File: config.mk
export PLATFORM = sky130hd
export DESIGN_NAME = fifo_write_ctrl
export DESIGN_NICKNAME = d
export VERILOG_FILES = /design/src/rtl/fifo_write_ctrl.sv
export SDC_FILE = /design/constraint.sdc
export NUM_CORES = 1
export LEC_CHECK = 0
export ABC_CLOCK_PERIOD_IN_PS = 6100
export BUFFER_PORTS_ARGS = -buffer_cell sky130_fd_sc_hd__buf_2
export CORE_UTILIZATION = 57
export CTS_CLUSTER_DIAMETER = 200
export DETAILED_ROUTE_END_ITERATION = 10
export PLACE_DENSITY = 0.85
export SKIP_LAST_GASP = 1
export SLEW_MARGIN = 10
export SYNTH_ARGS = -nofsm -noshare
export SYNTH_HDL_FRONTEND = slang
export SYNTH_SLANG_ARGS = --single-unit
File: constraint.sdc
create_clock -name clk_out -period 6.1 [get_ports clk_out]
set_input_delay 1.22 -clock clk_out [delete_from_list [all_inputs] [get_ports clk_out]]
set_output_delay 1.22 -clock clk_out [all_outputs]
set_load 0.05 [all_outputs]
File: src/rtl/fifo_write_ctrl.sv
// Write-side pointer/flag controller of the async FIFO (clk_out domain).
// Produces the RAM write strobe/address, the Gray write pointer, and full/level/overflow status.
module fifo_write_ctrl #(
  parameter int addrbits     = 8,
  parameter int AFULL_THRESH = 252
) (
  input  logic                clk_out,
  input  logic                rst,
  input  logic                sync_flush,
  input  logic                wr_en,
  input  logic [addrbits:0]   sync_rdptr,
  output logic                wr_fire,
  output logic [addrbits-1:0] waddr,
  output logic [addrbits:0]   wrptr,
  output logic                full,
  output logic                almost_full,
  output logic [addrbits:0]   wr_level,
  output logic                overflow
);

  localparam int PW = addrbits + 1;
  localparam logic [addrbits:0] AF_LVL = PW'(AFULL_THRESH);

  logic [addrbits:0] wbin;
  logic [addrbits:0] wbin_next;
  logic [addrbits:0] wgray_next;
  logic [addrbits:0] rd_bin;
  logic [addrbits:0] level_next;
  logic              full_next;

  // Handshake: wr_en is the producer's valid, ~full is our ready; a write is
  // committed exactly on cycles where wr_fire is high, and never during a flush.
  assign wr_fire = wr_en & ~full & ~sync_flush;
  assign waddr   = wbin[addrbits-1:0];

  // Gray -> binary: each bit is the XOR of all Gray bits at or above it.
  always_comb begin
    rd_bin = '0;
    rd_bin[addrbits] = sync_rdptr[addrbits];
    for (int i = addrbits - 1; i >= 0; i--) begin
      rd_bin[i] = rd_bin[i+1] ^ sync_rdptr[i];
    end
  end

  assign wbin_next  = wbin + {{addrbits{1'b0}}, wr_fire};
  assign wgray_next = wbin_next ^ (wbin_next >> 1);
  assign level_next = wbin_next - rd_bin;
  // Full when the write pointer has lapped the read pointer by exactly one depth.
  assign full_next  = (wgray_next == {~sync_rdptr[addrbits:addrbits-1],
                                      sync_rdptr[addrbits-2:0]});

  always_ff @(posedge clk_out or negedge rst) begin
    if (!rst) begin
      wbin        <= '0;
      wrptr       <= '0;
      full        <= 1'b0;
      almost_full <= 1'b0;
      wr_level    <= '0;
      overflow    <= 1'b0;
    end else if (sync_flush) begin
      wbin        <= '0;
      wrptr       <= '0;
      full        <= 1'b0;
      almost_full <= 1'b0;
      wr_level    <= '0;
      overflow    <= 1'b0;
    end else begin
      wbin        <= wbin_next;
      wrptr       <= wgray_next;
      full        <= full_next;
      almost_full <= (level_next >= AF_LVL);
      wr_level    <= level_next;
      overflow    <= overflow | (wr_en & full);
    end
  end

endmodule

==> results.cfg <==
[clock_tree]
cts-root-buf = clkbuf_4
cts_resized = 0
h-tree-depth = 2
cts_inserted_buffers = 5
clk_pin_slew_worst_paths_ns = 0.10
cts_setup_buffers = 0
cts_buffer_depth = 2
clock_sinks = 29
cts_tree = built
hold_buffers = 0
insertion_delay_ns = 0.34

[timing]
hold_viol = 0
post-route-period-util_pct = 70.4
tns_ns = 0
worst_pin_slew_ns = 0.616
max_clock_freq_mhz = 233
maxSlewViolCount = 0
rsz0062_at_grt = no
finClkSkew_ns = 0.00863
finalCriticalPeriod_ns = 4.29
slew-limit-headroom_pct = 57.9
setup_ws_ns = 1.81
setup_violations = 0

[yosys]
ys_ff_latch = 29
synth_area_leaders = dfrtp_1 (43%), ha_1 (7.3%), xnor2_1 (6.7%), xor2_1 (6.7%), nor2_1 (5.7%)
ys.flop_type = dfrtp_1
synth_area_leader_cell = dfrtp_1
async_flop_share_pct = 100
postSynthCellCount = 169
synth.area.mux_share_pct = 0.587
synth_xor_area_share_pct = 20.0
synth_fp_nets = 193
yosysMostFrequentCell = dfrtp_1
avgSynthCellArea_sq_um = 10.1
netlist.area_leader.share_pct = 42.6
yosysUniqueCellTypes = 31
synth_compound_area_share_pct = 10.1
synth_area_sq_um = 1700
synth_fa_ha_area_share_pct = 8.52
synth-edff-count = 0
synth_top_family_by_area = XOR/XNOR gates
yosys_warnings = 0
synth_commonest_cells = dfrtp_1 (29), nor2_1 (26), xnor2_1 (13), xor2_1 (13), ha_1 (10)
yosysSeqAreaShare_pct = 42.6
synthSimpleGateAreaFrac_pct = 15.6

[die]
rows = 19
core_area_sq_um = 2810
die_area_sq_um = 3210
start_util_pct = 60.7
die_x_um = 56.7
die_h_um = 56.7
ios = 43

[place]
placed_area_sq_um = 1940
place_congestion = 0.810
pre_cts_slack_ns = 1.48
port_buffers = 42
hpwl_um = 2380

[critical_path]
reg2reg_to = almost_full$_DFF_PN0_
reg2reg_from = full$_DFF_PN0_
cp.required_ns = 6.35
critPathKind = in2reg
startpoint_type = primary input
crit_arrival_ns = 4.55
rr_worst_depth = 13
end_kind = flip-flop
r2r_slack_ns = 2.65
worstPathMaxFanout = 3

[detailed_routing]
wire_per_inst_um = 13.5
firstDrtPassIters = 9
drt_iter0_markers = 48
via_per_inst = 5.31
vias = 1311
ant_nets = 0
drc_errors = 9
wl_um = 3320

[power_and_ir_drop]
p_total_w = 0.000629
cellLeakagePower_nw = 1.09
vdd_ir_drop_max_mv = 0.220
powerDensity_nw_per_um2 = 308

[finish]
layout.area.seq_sq_um = 726
design_area_sq_um = 2040
antenna_cells = 0
multiInputGateArea_sq_um = 933
drive_above_1_share_pct = 27.3
nFillCells = 219
fin_nets = 239
syn_to_final_growth_pct = 20.0

[worst_hold_path]
hp-start = overflow$_DFF_PN0_
min_delay_worst_endpoint = overflow$_DFF_PN0_
min-delay-path-class = reg2reg
whs_path_depth = 2

[grt]
overflow = 0
grt.total_usage_pct = 23.8
grt_pass1_vias = 1329
antenna_found_initial = 0
grt_pass1_wl_um = 5640
grt_max_degree = 32

[job]
drv_cap = 0

[run_status]
violations = DRC
outcome = finished, violations left
## layout by cell type (no fill, tap or decap)
| master | synthesis | layout |
|---|---|---|
| inv_2 | 1 | 1 |
| mux2i_1 | 1 | 1 |
| a211oi_1 | 1 | 1 |
| or3_1 | 2 | 2 |
| inv_1 | 8 | 8 |
| nor2_1 | 26 | 26 |
| xor2_1 | 13 | 13 |
| or2_2 | 2 | 2 |
| a21oi_1 | 7 | 7 |
| and2_1 | 1 | 1 |
| nor3b_1 | 1 | 1 |
| clkbuf_4 | 0 | 5 |
| nand2_1 | 9 | 9 |
| fa_1 | 1 | 1 |
| o21a_1 | 5 | 5 |
| and3_1 | 2 | 2 |
| dfrtp_1 | 29 | 29 |
| o22ai_1 | 3 | 3 |
| ha_1 | 10 | 10 |
| xor2_2 | 1 | 1 |
| nor2b_1 | 6 | 6 |
| buf_2 | 0 | 42 |
| nand3_1 | 5 | 5 |
| xnor3_2 | 2 | 2 |
| xnor2_2 | 3 | 3 |
| o31a_1 | 4 | 4 |
| o21ai_0 | 4 | 4 |
| a2111oi_0 | 2 | 2 |
| clkinv_2 | 0 | 1 |
| nor3_1 | 3 | 3 |
| bufinv_16 | 0 | 2 |
| xnor2_1 | 13 | 13 |
| nand4_1 | 1 | 1 |
## metal layers
| metal | up-vias | wire length, um | track usage (%) |
|---|---|---|---|
| met4 | 0 | 70 | 16.4 |
| li1 | 658 | - | - |
| met5 | - | 0 | 0 |
| met2 | 37 | 1690 | 40.0 |
| met1 | 608 | 1430 | 26.5 |
| met3 | 8 | 139 | 5.76 |
## area by class of cell
type,instances,area share (%)
clock buffers,5,1.84
multi-input cells,128,45.7
flip-flops and latches,29,35.5
clock inverters,3,3.18
well taps,31,1.90
repair buffers,42,10.3
inverters,9,1.65
## state kept, by name (all words and copies together), names as in the netlist
name         flops
wr_level         9
overflow         1
full             1
wbin             9
almost_full      1
wrptr            8
## worst max-delay path by stage
stage / depth (start not counted) / from / to
2_1_floorplan: 12 / sync_flush / almost_full$_DFF_PN0_
6_report: 15 / sync_rdptr[8] / almost_full$_DFF_PN0_
5_1_grt: 15 / sync_rdptr[8] / almost_full$_DFF_PN0_
3_3_place_gp: 15 / sync_rdptr[8] / almost_full$_DFF_PN0_
4_1_cts: 15 / sync_rdptr[8] / almost_full$_DFF_PN0_
3_5_place_dp: 15 / sync_rdptr[8] / almost_full$_DFF_PN0_
## per-stage QoR
| step | hold slack, ns | util (%) | cells |
|---|---|---|---|
| 2_1_floorplan | 0.783 | - | 169 |
| 3_3_place_gp | 0.472 | 69.2 | 239 |
| 3_5_place_dp | 0.506 | 69.2 | 239 |
| 4_1_cts | 0.529 | 72.9 | 247 |
| 5_1_grt | 0.583 | 72.9 | 247 |
| 6_report | 0.522 | 72.9 | 247 |
## critical path: stages
cell,delay [ns]
buf_2,0.12
xnor3_2,0.45
xor2_2,0.18
xnor2_2,0.20
xnor3_2,0.32
xnor2_2,0.22
inv_2,0.09
xnor2_2,0.13
ha_1,0.21
fa_1,0.40
nor2b_1,0.18
o21ai_0,0.14
a2111oi_0,0.40
nand4_1,0.15
o22ai_1,0.15
## where the power goes
part | internal, W | total, W | switching, W
Clock | 0.000127 | 0.000197 | 0.0000699
Combinational | 0.0000750 | 0.000219 | 0.000144
Sequential | 0.000209 | 0.000213 | 0.00000450
Total | 0.000410 | 0.000629 | 0.000218
## cell families after synthesis
kind of cell,Yosys count
AND/OR/NAND/NOR,58
multiplexers,1
flip-flops,29
XOR/XNOR,32
AO/OA/AOI/OAI,26
buffers and inverters,12
adder cells (fa/ha/maj),11
Power figures use the tool's default switching activity.
